===== src/rtl/morse_pkg.sv =====
// morse_pkg: code format and FSM states shared by the Morse encoder and decoder.
// Exports CHARCODE_W/CHARLEN_W/MAX_SYMS, the SYM_* symbol values and rx_state_e.
package morse_pkg;

  localparam int CHARCODE_W = 8;
  localparam int CHARLEN_W  = 4;
  localparam int MAX_SYMS   = 8;

  localparam logic SYM_DOT  = 1'b0;
  localparam logic SYM_DASH = 1'b1;

  typedef enum logic [1:0] {
    IDLE,
    MARK,
    SPACE,
    WGAP
  } rx_state_e;

endpackage


===== src/rtl/morse_rx_if.sv =====
// morse_rx_if: finished-character valid/ack handshake.
// master drives charcode_data/charlen_data/char_valid, slave drives char_ack.
interface morse_rx_if;
  import morse_pkg::*;

  logic [CHARCODE_W-1:0] charcode_data;
  logic [CHARLEN_W-1:0]  charlen_data;
  logic                  char_valid;
  logic                  char_ack;

  modport master (
    output charcode_data,
    output charlen_data,
    output char_valid,
    input  char_ack
  );

  modport slave (
    input  charcode_data,
    input  charlen_data,
    input  char_valid,
    output char_ack
  );

endinterface


===== src/rtl/morse_rx_code_accum.sv =====
// morse_rx_code_accum: left-justified MSB-first symbol accumulator.
// Ports: clock/reset, i_clear, i_push, i_sym -> o_acc, o_len, o_err.
module morse_rx_code_accum
  import morse_pkg::*;
(
  input  logic                  clock,
  input  logic                  reset,
  input  logic                  i_clear,
  input  logic                  i_push,
  input  logic                  i_sym,
  output logic [CHARCODE_W-1:0] o_acc,
  output logic [CHARLEN_W-1:0]  o_len,
  output logic                  o_err
);

  localparam logic [CHARLEN_W-1:0] LEN_MAX = CHARLEN_W'(MAX_SYMS);
  localparam logic [2:0]           TOP_IDX = 3'(CHARCODE_W - 1);

  logic [CHARCODE_W-1:0] r_acc;
  logic [CHARLEN_W-1:0]  r_len;
  logic                  r_err;
  logic [2:0]            w_idx;

  // First symbol lands in bit 7, later ones fill downward.
  assign w_idx = TOP_IDX - r_len[2:0];

  always_ff @(posedge clock or posedge reset) begin
    if (reset) begin
      r_acc <= '0;
      r_len <= '0;
      r_err <= 1'b0;
    end else if (i_clear) begin
      r_acc <= '0;
      r_len <= '0;
      r_err <= 1'b0;
    end else if (i_push) begin
      if (r_len < LEN_MAX) begin
        r_acc[w_idx] <= i_sym;
        r_len        <= r_len + 1'b1;
      end else begin
        r_err <= 1'b1;
      end
    end
  end

  assign o_acc = r_acc;
  assign o_len = r_len;
  assign o_err = r_err;

endmodule


===== src/rtl/morse_rx.sv =====
// morse_rx: times key_in in ticks, classifies dots/dashes, emits characters.
// Ports: clock/reset, key_in, tick, char_if (master), word_gap, overrun, sym_err.
module morse_rx
  import morse_pkg::*;
#(
  parameter int CNT_W    = 4,
  parameter int DOT_MAX  = 2,
  parameter int CHAR_GAP = 3,
  parameter int WORD_GAP = 7
) (
  input  logic        clock,
  input  logic        reset,
  input  logic        key_in,
  input  logic        tick,
  morse_rx_if.master  char_if,
  output logic        word_gap,
  output logic        overrun,
  output logic        sym_err
);

  localparam logic [CNT_W-1:0] CNT_MAX  = '1;
  localparam logic [CNT_W-1:0] DOT_LIM  = CNT_W'(DOT_MAX);
  localparam logic [CNT_W-1:0] CHAR_LIM = CNT_W'(CHAR_GAP);
  localparam logic [CNT_W-1:0] WORD_LIM = CNT_W'(WORD_GAP);

  rx_state_e             r_state;
  logic [CNT_W-1:0]      r_mark_cnt;
  logic [CNT_W-1:0]      r_space_cnt;

  logic [CNT_W-1:0]      w_mark_inc;
  logic [CNT_W-1:0]      w_space_inc;
  logic                  w_clear;
  logic                  w_push;
  logic                  w_sym;
  logic [CHARCODE_W-1:0] w_acc;
  logic [CHARLEN_W-1:0]  w_len;
  logic                  w_err;
  logic                  w_ack;

  assign w_mark_inc  = (r_mark_cnt == CNT_MAX) ?
                       r_mark_cnt : r_mark_cnt + 1'b1;
  assign w_space_inc = (r_space_cnt == CNT_MAX) ?
                       r_space_cnt : r_space_cnt + 1'b1;

  // A new character starts on a mark from IDLE or WGAP only;
  // a mark out of SPACE continues the current character.
  assign w_clear = tick & key_in &
                   ((r_state == IDLE) | (r_state == WGAP));
  assign w_push  = tick & ~key_in & (r_state == MARK);
  assign w_sym   = (r_mark_cnt > DOT_LIM) ? SYM_DASH : SYM_DOT;
  assign w_ack   = char_if.char_ack & char_if.char_valid;

  morse_rx_code_accum u_accum (
    .clock   (clock),
    .reset   (reset),
    .i_clear (w_clear),
    .i_push  (w_push),
    .i_sym   (w_sym),
    .o_acc   (w_acc),
    .o_len   (w_len),
    .o_err   (w_err)
  );

  always_ff @(posedge clock or posedge reset) begin
    if (reset) begin
      r_state               <= IDLE;
      r_mark_cnt            <= '0;
      r_space_cnt           <= '0;
      char_if.charcode_data <= '0;
      char_if.charlen_data  <= '0;
      char_if.char_valid    <= 1'b0;
      word_gap              <= 1'b0;
      overrun               <= 1'b0;
      sym_err               <= 1'b0;
    end else begin
      word_gap <= 1'b0;
      overrun  <= 1'b0;
      sym_err  <= 1'b0;
      // A load later in this block overrides the ack clear.
      if (w_ack) char_if.char_valid <= 1'b0;
      if (tick) begin
        unique case (r_state)
          IDLE: begin
            if (key_in) begin
              r_state    <= MARK;
              r_mark_cnt <= 1;
            end
          end
          MARK: begin
            if (key_in) begin
              r_mark_cnt <= w_mark_inc;
            end else begin
              r_space_cnt <= 1;
              r_state     <= SPACE;
            end
          end
          SPACE: begin
            if (key_in) begin
              r_state    <= MARK;
              r_mark_cnt <= 1;
            end else begin
              r_space_cnt <= w_space_inc;
              if (w_space_inc == CHAR_LIM) begin
                r_state <= WGAP;
                if (w_err) begin
                  sym_err <= 1'b1;
                end else if (!char_if.char_valid || w_ack) begin
                  char_if.charcode_data <= w_acc;
                  char_if.charlen_data  <= w_len;
                  char_if.char_valid    <= 1'b1;
                end else begin
                  overrun <= 1'b1;
                end
              end
            end
          end
          WGAP: begin
            if (key_in) begin
              r_state    <= MARK;
              r_mark_cnt <= 1;
            end else begin
              r_space_cnt <= w_space_inc;
              if (w_space_inc == WORD_LIM) begin
                word_gap <= 1'b1;
                r_state  <= IDLE;
              end
            end
          end
        endcase
      end
    end
  end

endmodule

===== src/flat_wrapper.sv =====
// flat-port wrapper written by rule: the top's interface ports become plain ports
module morse_rx_flat import morse_pkg::*;
#(
  parameter int CNT_W    = 4,
  parameter int DOT_MAX  = 2,
  parameter int CHAR_GAP = 3,
  parameter int WORD_GAP = 7
)
  (clock, reset, key_in, tick, word_gap, overrun, sym_err, char_if_charcode_data, char_if_charlen_data, char_if_char_valid, char_if_char_ack);
  morse_rx_if char_if_i ();
  input  logic clock;
  input  logic reset;
  input  logic key_in;
  input  logic tick;
  output logic word_gap;
  output logic overrun;
  output logic sym_err;
  output wire logic [$bits(char_if_i.charcode_data)-1:0] char_if_charcode_data;
  output wire logic [$bits(char_if_i.charlen_data)-1:0] char_if_charlen_data;
  output wire logic [$bits(char_if_i.char_valid)-1:0] char_if_char_valid;
  input wire logic [$bits(char_if_i.char_ack)-1:0] char_if_char_ack;
  assign char_if_charcode_data = char_if_i.charcode_data;
  assign char_if_charlen_data = char_if_i.charlen_data;
  assign char_if_char_valid = char_if_i.char_valid;
  assign char_if_i.char_ack = char_if_char_ack;
  morse_rx #(.CNT_W(CNT_W), .DOT_MAX(DOT_MAX), .CHAR_GAP(CHAR_GAP), .WORD_GAP(WORD_GAP)) u_core (.clock(clock), .reset(reset), .key_in(key_in), .tick(tick), .char_if(char_if_i), .word_gap(word_gap), .overrun(overrun), .sym_err(sym_err));
endmodule

===== config.mk =====
export PLATFORM = sky130hd
export DESIGN_NAME = morse_rx_flat
export DESIGN_NICKNAME = d
export VERILOG_FILES = /design/src/rtl/morse_pkg.sv /design/src/rtl/morse_rx_if.sv /design/src/rtl/morse_rx_code_accum.sv /design/src/rtl/morse_rx.sv /design/src/flat_wrapper.sv
export SDC_FILE = /design/constraint.sdc
export NUM_CORES = 1
export LEC_CHECK = 0
export CORE_MARGIN = 4
export CORE_UTILIZATION = 50
export CTS_BUF_LIST = sky130_fd_sc_hd__clkbuf_16
export CTS_CLUSTER_DIAMETER = 100
export CTS_CLUSTER_SIZE = 14
export DETAILED_ROUTE_END_ITERATION = 8
export PLACE_DENSITY = 0.72
export SLEW_MARGIN = 20
export SYNTH_ARGS = -nofsm -noshare
export SYNTH_HDL_FRONTEND = slang
export SYNTH_SLANG_ARGS = --single-unit

===== constraint.sdc =====
create_clock -name clock -period 3.1 [get_ports clock]
set_clock_uncertainty 0.1 [all_clocks]
set_input_delay 0.31 -clock clock [delete_from_list [all_inputs] [get_ports clock]]
set_output_delay 0.31 -clock clock [all_outputs]
set_load 0.02 [all_outputs]

==> results.json, run 1 <==
{
  "status": "finished clean",
  "ys_ff_latch": 39,
  "insertion_delay_ns": 0.28,
  "layout_common_cells": "39 x dfrtp_1, 20 x clkdlybuf4s50_1, 17 x nor2_1",
  "die_w_um": 72.20,
  "max_stage_delay_ns": 0.44,
  "core-area_um2": 4000,
  "dpl_cell_area_um2": 2291,
  "vias": 1415,
  "hpwl_um": 2736,
  "finalCritPeriodShare_pct": 79.58,
  "finalPower_w": 0.001750,
  "postCtsSetupRepairBufs": 0,
  "drtIter0Drc": 95,
  "p_clk_share_pct": 27.1,
  "h-tree-depth": 2,
  "drive_above_1_share_pct": 13.40,
  "switching_power_w": 0.0006222,
  "async_reset_ff_share_pct": 100.0,
  "swShare_pct": 35.56,
  "critPathLaunchType": "flop",
  "grt_pass1_wl_um": 6541,
  "crit_fanout": 12,
  "cp.required_ns": 3.16,
  "timing.fmax_mhz": 405.4,
  "post_cts_resized": 0,
  "relSlewSlack_pct": 60.95,
  "slew_violations": 0,
  "setup_viol": 0,
  "tns_ns": 0,
  "fin_util_pct": 60.71,
  "crit_chain": "ha_1 -> nor3b_2 -> nand4_1 -> nand2b_4 -> nor2b_4 -> mux2_2",
  "synth_ff_type": "dfrtp_1",
  "grt_pass1_vias": 1380,
  "diodes": 0,
  "hold_path_class": "input port to async pin",
  "num_rows": 23,
  "path_class": "flop to flop",
  "yosys.area.top_type": "dfrtp_1",
  "drt-total-wl_um": 3870,
  "crit_end": "u_core.char_if.charlen_data[2]$_DFFE_PP0P_",
  "r2r_start": "u_core.r_space_cnt[0]$_DFFE_PP0P_",
  "die_h_um": 72.20,
  "ys_seq_area_share_pct": 47.36,
  "drcViolationCount": 0,
  "fin_crit_ns": 2.467,
  "worst_path_max_delay_cell": "dfrtp_1",
  "area_delta_synth_final_pct": 17.85,
  "rsz0062_at_grt": "false",
  "cts_buffers": 5,
  "die_area_um2": 5213,
  "path_buf_inv": 0,
  "cts_tree": "done",
  "cellPowerDensity_nw_per_um2": 720.6,
  "first_pass_iters": 4,
  "grt_start_max_net_pins": 40,
  "combPwrFrac_pct": 33.0,
  "maxCapViolCount": 0,
  "syn_inst": 185,
  "viasPerCell": 5.463,
  "synth.top_cell.area_share_pct": 47.36,
  "synth_cell_type_count": 46,
  "startpoint": "u_core.r_space_cnt[0]$_DFFE_PP0P_",
  "grtUsageTotal_pct": 16.19,
  "wl_per_cell_um": 14.94,
  "path_clk_slew_ns": 0.05,
  "final_antenna_net_count": 0,
  "tightest_slew_ns": 0.5818,
  "io_buffers": 20,
  "fillCellCount": 311,
  "seq_power_share_pct": 39.9,
  "crit_path_end_kind": "flop",
  "worst-path-stages": 6,
  "p_leak_nw": 1.117,
  "yosysWarningCount": 0,
  "clock_sinks": 39,
  "cp_top_family": "simple AND/OR/NAND/NOR gates",
  "fin_nets": 223,
  "grt_overflow": 0,
  "initial_core_util_pct": 51.52,
  "root_buffer": "clkbuf_16",
  "hold_violations": 0,
  "synth_area_leaders": "dfrtp_1 47%, mux2_4 7.3%, ha_1 6.1%",
  "holdBufCountCts": 0,
  "holdWs_ns": 0.3427,
  "syn_area_um2": 2061,
  "rr_worst_depth": 6,
  "design_area_um2": 2429,
  "layout_commonest_cell": "dfrtp_1",
  "clock_path_buffers": 2,
  "reg2reg_to": "u_core.char_if.charlen_data[2]$_DFFE_PP0P_",
  "intPower_w": 0.001128,
  "vdd_drop_max_uv": 361.2,
  "syn_nets": 200,
  "boundaryPins": 21,
  "antenna_found_initial": 0,
  "gp_congestion": 0.8233,
  "synth_area_per_cell_um2": 11.14,
  "r2r_setup_slack_ns": 0.63,
  "worstPathArrival_ns": 2.53,
  "synth_edf_count": 0
}
routing by layer:
metal / wire length (µm) / track usage [%]
met1: 1770 / 21.77
met2: 1844 / 25.18
met3: 192 / 3.047
met4: 63 / 7.724
met5: 0 / 0
stage by stage:
step	setup WS, ns	cells
floorplan	1.076	185
global placement	0.6924	251
detailed placement	0.6070	251
CTS	0.6477	259
global route	0.5069	259
finish	0.6330	259
cell families after synthesis:
kind of cell               synth area share, %
AOI/OAI and AO/OA                        9.290
xor gates and xnor gates                 1.275
adders and majority gates                6.072
buffers and inverters                    3.764
DFF                                      47.36
muxes                                    12.75
and+or+nand+nor                          19.49
power by group through the flow:
stage	Sequential [W]	Combinational, W	Clock [W]
after floorplan	0.000670	0.000468	0
after global placement	0.000694	0.000543	0
after detailed placement	0.000704	0.000575	0
after CTS	0.000696	0.000581	0.000481
after global routing	0.000713	0.000650	0.000507
final	0.000698	0.000577	0.000475
area by class of cell:
type                       count  area (µm²)  share of cell area [%]
clock inverter                 3       12.51                  0.5152
inverter                       8       30.03                   1.236
clock buffer                   5       125.1                   5.152
tap                           50       62.56                   2.576
sequential                    39       975.9                   40.19
timing repair buffer          22       215.2                   8.861
multi-input combinational    132        1007                   41.47
worst min-delay path by stage:
stage / from / end / slack [ns] / cells after the start
6_report: reset / u_core.r_mark_cnt[1]$_DFFE_PP0P_ / 0.34 / 3
5_1_grt: reset / u_core.u_accum.o_acc[5]$_DFFE_PP0P_ / 0.41 / 3
4_1_cts: reset / u_core.u_accum.o_acc[3]$_DFFE_PP0P_ / 0.37 / 3
3_5_place_dp: u_core.u_accum.o_acc[0]$_DFFE_PP0P_ / u_core.char_if.charcode_data[0]$_DFFE_PP0P_ / 0.40 / 1
3_3_place_gp: u_core.r_mark_cnt[3]$_DFFE_PP0P_ / u_core.r_mark_cnt[3]$_DFFE_PP0P_ / 0.39 / 1
2_1_floorplan: u_core.r_mark_cnt[3]$_DFFE_PP0P_ / u_core.r_mark_cnt[3]$_DFFE_PP0P_ / 0.37 / 1
worst min-delay path, stage by stage:
cell,delay (ns)
clkdlybuf4s50_1,0.39
inv_1,0.05
buf_4,0.41
registers in the layout (all words and copies together) (netlist names):
name,flops
u_core.word_gap,1
u_core.char_if.charlen_data,4
u_core.r_state,2
u_core.char_if.charcode_data,8
u_core.r_space_cnt,4
u_core.sym_err,1
u_core.char_if.char_valid,1
u_core.u_accum.o_acc,8
u_core.overrun,1
u_core.u_accum.o_err,1
u_core.u_accum.o_len,4
u_core.r_mark_cnt,4
cell usage after synthesis (3+ instances only):
master	instances
dfrtp_1	39
o31ai_1	3
nand2_1	9
nor2b_1	3
o21ai_0	9
ha_1	10
and3_1	3
inv_1	8
nor3b_1	4
nor2_1	17
nand3_1	4
clkbuf_1	3
mux2_4	10
a21oi_1	8
nor3_1	5
mux2i_1	9
nand2b_1	6
Power figures use the tool's default switching activity.
==> inputs of run 2 (changes only) <==
clock period = 2.44 ns   (was 3.1 ns; I/O delays follow)
==> run 2 against run 1 <==
Against the previous run: via count grew 2.0%; utilization grew 1.7 points; non-clock buffer count grew 3; design area grew 2.7%; sequential power grew 27%; routed wire length shrank 4.4%; cell count grew 1.2%; die area is the same; critical path depth grew 1; first-iteration DRC count grew 24%; clock-buffer cell count is the same; worst setup slack lost 0.38 ns; critical endpoint is now u_core.r_space_cnt[1]$_DFFE_PP0P_.
==> results.json, run 2 (synthesis results as in run 1) <==
{
  "status": "finished clean",
  "hpwl_um": 2737,
  "reg2reg_to": "u_core.r_space_cnt[1]$_DFFE_PP0P_",
  "seq_area_um2": 975.9,
  "grtUsageTotal_pct": 15.63,
  "cts_tree": "done",
  "grt_start_max_net_pins": 40,
  "postCtsSetupRepairBufs": 0,
  "num_rows": 23,
  "worst-path-stages": 7,
  "wl_per_cell_um": 14.11,
  "holdBufCountCts": 0,
  "r2r_start": "u_core.r_state[0]$_DFFE_PP0P_",
  "first_pass_iters": 4,
  "max_stage_delay_ns": 0.41,
  "grt_overflow": 0,
  "worst_path_max_delay_cell": "dfrtp_1",
  "crit_fanout": 6,
  "critPathLaunchType": "flop",
  "crit_chain": "inv_1 -> ha_1 -> or2_1 -> o21a_1 -> nor3b_4 -> o21ai_0 -> a22o_1",
  "viasPerCell": 5.511,
  "timing.fmax_mhz": 457.0,
  "crit_path_end_kind": "flop",
  "fin_util_pct": 62.37,
  "cp_top_family": "compound AO/OA/AOI/OAI gates",
  "hold_path_class": "input port to async pin",
  "relSlewSlack_pct": 58.14,
  "insertion_delay_ns": 0.28,
  "tns_ns": 0,
  "p_leak_nw": 1.143,
  "drt-total-wl_um": 3698,
  "path_buf_inv": 1,
  "worstPathArrival_ns": 2.25,
  "multi_input_area_um2": 1007,
  "diodes": 0,
  "h-tree-depth": 2,
  "clock_path_buffers": 2,
  "finalCritPeriodShare_pct": 89.68,
  "tightest_slew_ns": 0.6237,
  "vdd_drop_max_uv": 671.9,
  "drtIter0Drc": 118,
  "clock_sinks": 39,
  "boundaryPins": 21,
  "antenna_found_initial": 0,
  "slew_violations": 0,
  "final_antenna_net_count": 0,
  "cellPowerDensity_nw_per_um2": 942.3,
  "cp.required_ns": 2.50,
  "setup_viol": 0,
  "fin_crit_ns": 2.188,
  "area_delta_synth_final_pct": 21.07,
  "startpoint": "u_core.r_state[0]$_DFFE_PP0P_",
  "hold_violations": 0,
  "vias": 1444,
  "core-area_um2": 4000,
  "io_buffers": 20,
  "path_clk_slew_ns": 0.06,
  "initial_core_util_pct": 51.52,
  "root_buffer": "clkbuf_16",
  "cts_buffers": 5,
  "gp_congestion": 0.8285,
  "die_w_um": 72.20,
  "r2r_setup_slack_ns": 0.25,
  "rsz0062_at_grt": "false",
  "rr_worst_depth": 7,
  "path_class": "flop to flop",
  "post_cts_resized": 0,
  "fillCellCount": 314,
  "grt_pass1_vias": 1391,
  "layout_common_cells": "39 x dfrtp_1, 20 x clkdlybuf4s50_1, 17 x nor2_1",
  "drcViolationCount": 0,
  "grt_pass1_wl_um": 6389,
  "drive_above_1_share_pct": 15.57,
  "die_h_um": 72.20,
  "die_area_um2": 5213,
  "layout_commonest_cell": "dfrtp_1",
  "maxCapViolCount": 0,
  "fin_nets": 226,
  "crit_end": "u_core.r_space_cnt[1]$_DFFE_PP0P_"
}
## run 2: final cells by class
type                            instances  area share [%]
Timing Repair Buffer                   25           10.03
Inverter                                8           1.204
Clock inverter                          3           1.755
Multi-Input combinational cell        132           40.37
Sequential cell                        39           39.12
Tap cell                               50           2.508
Clock buffer                            5           5.015
## run 2: worst min-delay path by stage
stage                                             start                                           to
floorplan                                         reset          u_core.char_if.char_valid$_DFF_PP0_
global placement       u_core.r_mark_cnt[3]$_DFFE_PP0P_             u_core.r_mark_cnt[3]$_DFFE_PP0P_
detailed placement  u_core.u_accum.o_acc[0]$_DFFE_PP0P_  u_core.char_if.charcode_data[0]$_DFFE_PP0P_
CTS                                               reset  u_core.char_if.charcode_data[2]$_DFFE_PP0P_
global route                                      reset  u_core.char_if.charcode_data[2]$_DFFE_PP0P_
finish                                            reset  u_core.char_if.charcode_data[2]$_DFFE_PP0P_
## run 2: per-layer routing
layer	vias to the layer above	share of wire, %	track usage [%]	wire [µm]
met5	-	0	0	0
met4	0	1.3	5.637	49
met3	5	4.6	3.463	170
met2	38	47	25.99	1753
met1	702	47	19.96	1725
li1	699	-	-	-
## run 2: metrics by stage
step	area [µm²]	std cells	total power (W)	hold slack (ns)	setup WS [ns]
after floorplan	2061	185	0.001447	0.3472	0.4163
after global placement	2326	254	0.001582	0.3853	0.2833
after detailed placement	2326	254	0.001635	0.3881	0.2303
after CTS	2495	262	0.002369	0.3097	0.2411
after global routing	2495	262	0.002516	0.3606	0.08014
final	2495	262	0.002351	0.2828	0.2518
## run 2: power by group
| part | internal (W) | leakage (nW) | switching, W |
|---|---|---|---|
| sequential | 0.000753 | 0.527 | 0.000133 |
| clock | 0.000482 | 0.0838 | 0.000249 |
| combinational | 0.000321 | 0.532 | 0.000414 |
| total | 0.00156 | 1.14 | 0.000796 |
## run 2: worst register-to-register path: cells and delay by family (launching register included)
family | cells | cell delay, ns
adders and majority gates | 1 | 0.27
buffers and inverters | 1 | 0.13
and+or+nand+nor | 2 | 0.54
AOI/OAI and AO/OA | 3 | 0.61
DFF | 1 | 0.41
==> inputs of run 3 (changes only) <==
CORE_UTILIZATION = 56   (was 50)
PLACE_DENSITY = 0.79   (was 0.72)
==> run 3 against run 2 <==
Against the previous run: sequential power is 1% higher; design area down 1.4%; worst setup slack worse by 0.041 ns; via count grew 0.14%; combinational power grew 1%; clock power is 16% lower; sequential cell count is the same; cell count is 1.5% lower; register-to-register slack worse by 0.04 ns; global-route usage up 4.4 points; sequential share of layout area increased by 0.54 points; worst hold slack better by 0.015 ns; largest cell class unchanged; largest power group unchanged.
==> results.json, run 3 (synthesis results as in run 1) <==
{
  "cts_buffers": 5,
  "core-area_um2": 3442,
  "p_leak_nw": 1.132,
  "hold_violations": 0,
  "layout_commonest_cell": "dfrtp_1",
  "fin_nets": 226,
  "grt_pass1_vias": 1470,
  "status": "finished clean",
  "grtUsageMet2_pct": 31.94,
  "crit_path_end_kind": "flop",
  "holdWs_ns": 0.2980,
  "cellPowerDensity_nw_per_um2": 914.7,
  "grt_start_max_net_pins": 40,
  "grtUsageTotal_pct": 20.01,
  "vdd_drop_max_uv": 676.9,
  "clock_sinks": 39,
  "slew_violations": 0,
  "drtIter0Drc": 107,
  "final_cells": 258,
  "vias": 1446,
  "critPathLaunchType": "flop",
  "tns_ns": 0,
  "postCtsSetupRepairBufs": 0,
  "post-place-ws_ns": 0.2286,
  "grt_pass1_wl_um": 6941,
  "drcViolationCount": 0,
  "area_delta_synth_final_pct": 19.43,
  "crit_fanout": 12,
  "wl_per_cell_um": 15.36,
  "hold_path_class": "input port to async pin",
  "hpwl_um": 2734,
  "io_buffers": 20,
  "path_clk_slew_ns": 0.06,
  "final_antenna_net_count": 0,
  "clock_path_buffers": 2,
  "finalCritPeriodShare_pct": 91.34,
  "gp_congestion": 0.8466,
  "switching_power_w": 0.0008047,
  "root_buffer": "clkbuf_16",
  "top_usage_layer": "met2",
  "holdBufCountCts": 0,
  "maxCapViolCount": 0,
  "swShare_pct": 35.75,
  "use_met1_pct": 25.52,
  "drt-total-wl_um": 3962,
  "grt_overflow": 0,
  "viasPerCell": 5.605,
  "dp_cells": 250,
  "worstPathArrival_ns": 2.29,
  "insertion_delay_ns": 0.28,
  "drive_above_1_share_pct": 15.57,
  "first_pass_iters": 4,
  "boundaryPins": 21,
  "use_met3_pct": 4.538,
  "combPwrFrac_pct": 33.0,
  "num_rows": 21,
  "path_class": "flop to flop",
  "die_area_um2": 4714,
  "fillCellCount": 247,
  "layout_common_cells": "39 x dfrtp_1, 20 x clkdlybuf4s50_1, 17 x nor2_1",
  "die_w_um": 68.66,
  "setup_ws_ns": 0.2113,
  "timing.fmax_mhz": 448.7,
  "cp.required_ns": 2.50,
  "antenna_found_initial": 0,
  "post_cts_resized": 0,
  "intPower_w": 0.001446,
  "initial_core_util_pct": 59.87,
  "fin_crit_ns": 2.229,
  "tightest_slew_ns": 0.6075,
  "seq_power_share_pct": 39.7,
  "die_h_um": 68.66,
  "cts_tree": "done",
  "h-tree-depth": 2,
  "setup_viol": 0,
  "rsz0062_at_grt": "false",
  "p_clk_share_pct": 27.2,
  "relSlewSlack_pct": 59.23,
  "diodes": 0
}
## run 3: worst paths after layout
| path | from | to | slack [ns] | cells past startpoint |
|---|---|---|---|---|
| setup / recovery | u_core.r_space_cnt[0]$_DFFE_PP0P_ | u_core.char_if.charlen_data[1]$_DFFE_PP0P_ | 0.21 | 7 |
| hold / removal | reset | u_core.u_accum.o_acc[2]$_DFFE_PP0P_ | 0.30 | 3 |
| setup reg to reg | u_core.r_space_cnt[0]$_DFFE_PP0P_ | u_core.char_if.charlen_data[1]$_DFFE_PP0P_ | 0.21 | 7 |
| hold reg to reg | u_core.r_mark_cnt[3]$_DFFE_PP0P_ | u_core.r_mark_cnt[3]$_DFFE_PP0P_ | 0.41 | 1 |
| max in group asynchronous | reset | u_core.r_space_cnt[3]$_DFFE_PP0P_ | 1.61 | 3 |
| min in group clock | u_core.r_mark_cnt[3]$_DFFE_PP0P_ | u_core.r_mark_cnt[3]$_DFFE_PP0P_ | 0.41 | 1 |
## run 3: area by class of cell
class | count | area (µm²) | area share [%]
Multi-Input combinational cell | 132 | 1007 | 40.93
Sequential cell | 39 | 975.9 | 39.65
Timing Repair Buffer | 25 | 250.2 | 10.17
Clock buffer | 5 | 125.1 | 5.084
Tap cell | 46 | 57.56 | 2.339
Inverter | 8 | 30.03 | 1.220
Clock inverter | 3 | 15.01 | 0.6101
## run 3: through the flow
step                cell area, µm²  utilization, %  power, W
finish                        2461           71.50  0.002251
floorplan                     2061               -  0.001447
global route                  2461           71.50  0.002412
CTS                           2461           71.50  0.002258
detailed placement            2321           67.43  0.001639
global placement              2321           67.43  0.001580
## run 3: per-layer routing
metal / routed length (µm) / part of all wire (%)
met1: 1797 / 45
met2: 1911 / 48
met3: 157 / 4.0
met4: 95 / 2.4
met5: 0 / 0
## run 3: worst max-delay path, cell delays in order, from the launching register on
cell	delay (ns)
dfrtp_1	0.45
ha_1	0.33
nor3b_2	0.26
nand4_1	0.16
nand2b_4	0.19
nor2b_4	0.13
buf_12	0.16
mux2_2	0.34
## run 3: power by group through the flow
stage	Combinational (W)	Clock, W	Sequential (W)
2_1_floorplan	0.000595	0	0.000852
3_3_place_gp	0.000697	0	0.000884
3_5_place_dp	0.000738	0	0.000901
4_1_cts	0.000748	0.000619	0.000891
5_1_grt	0.000846	0.000655	0.000911
6_report	0.000743	0.000613	0.000895
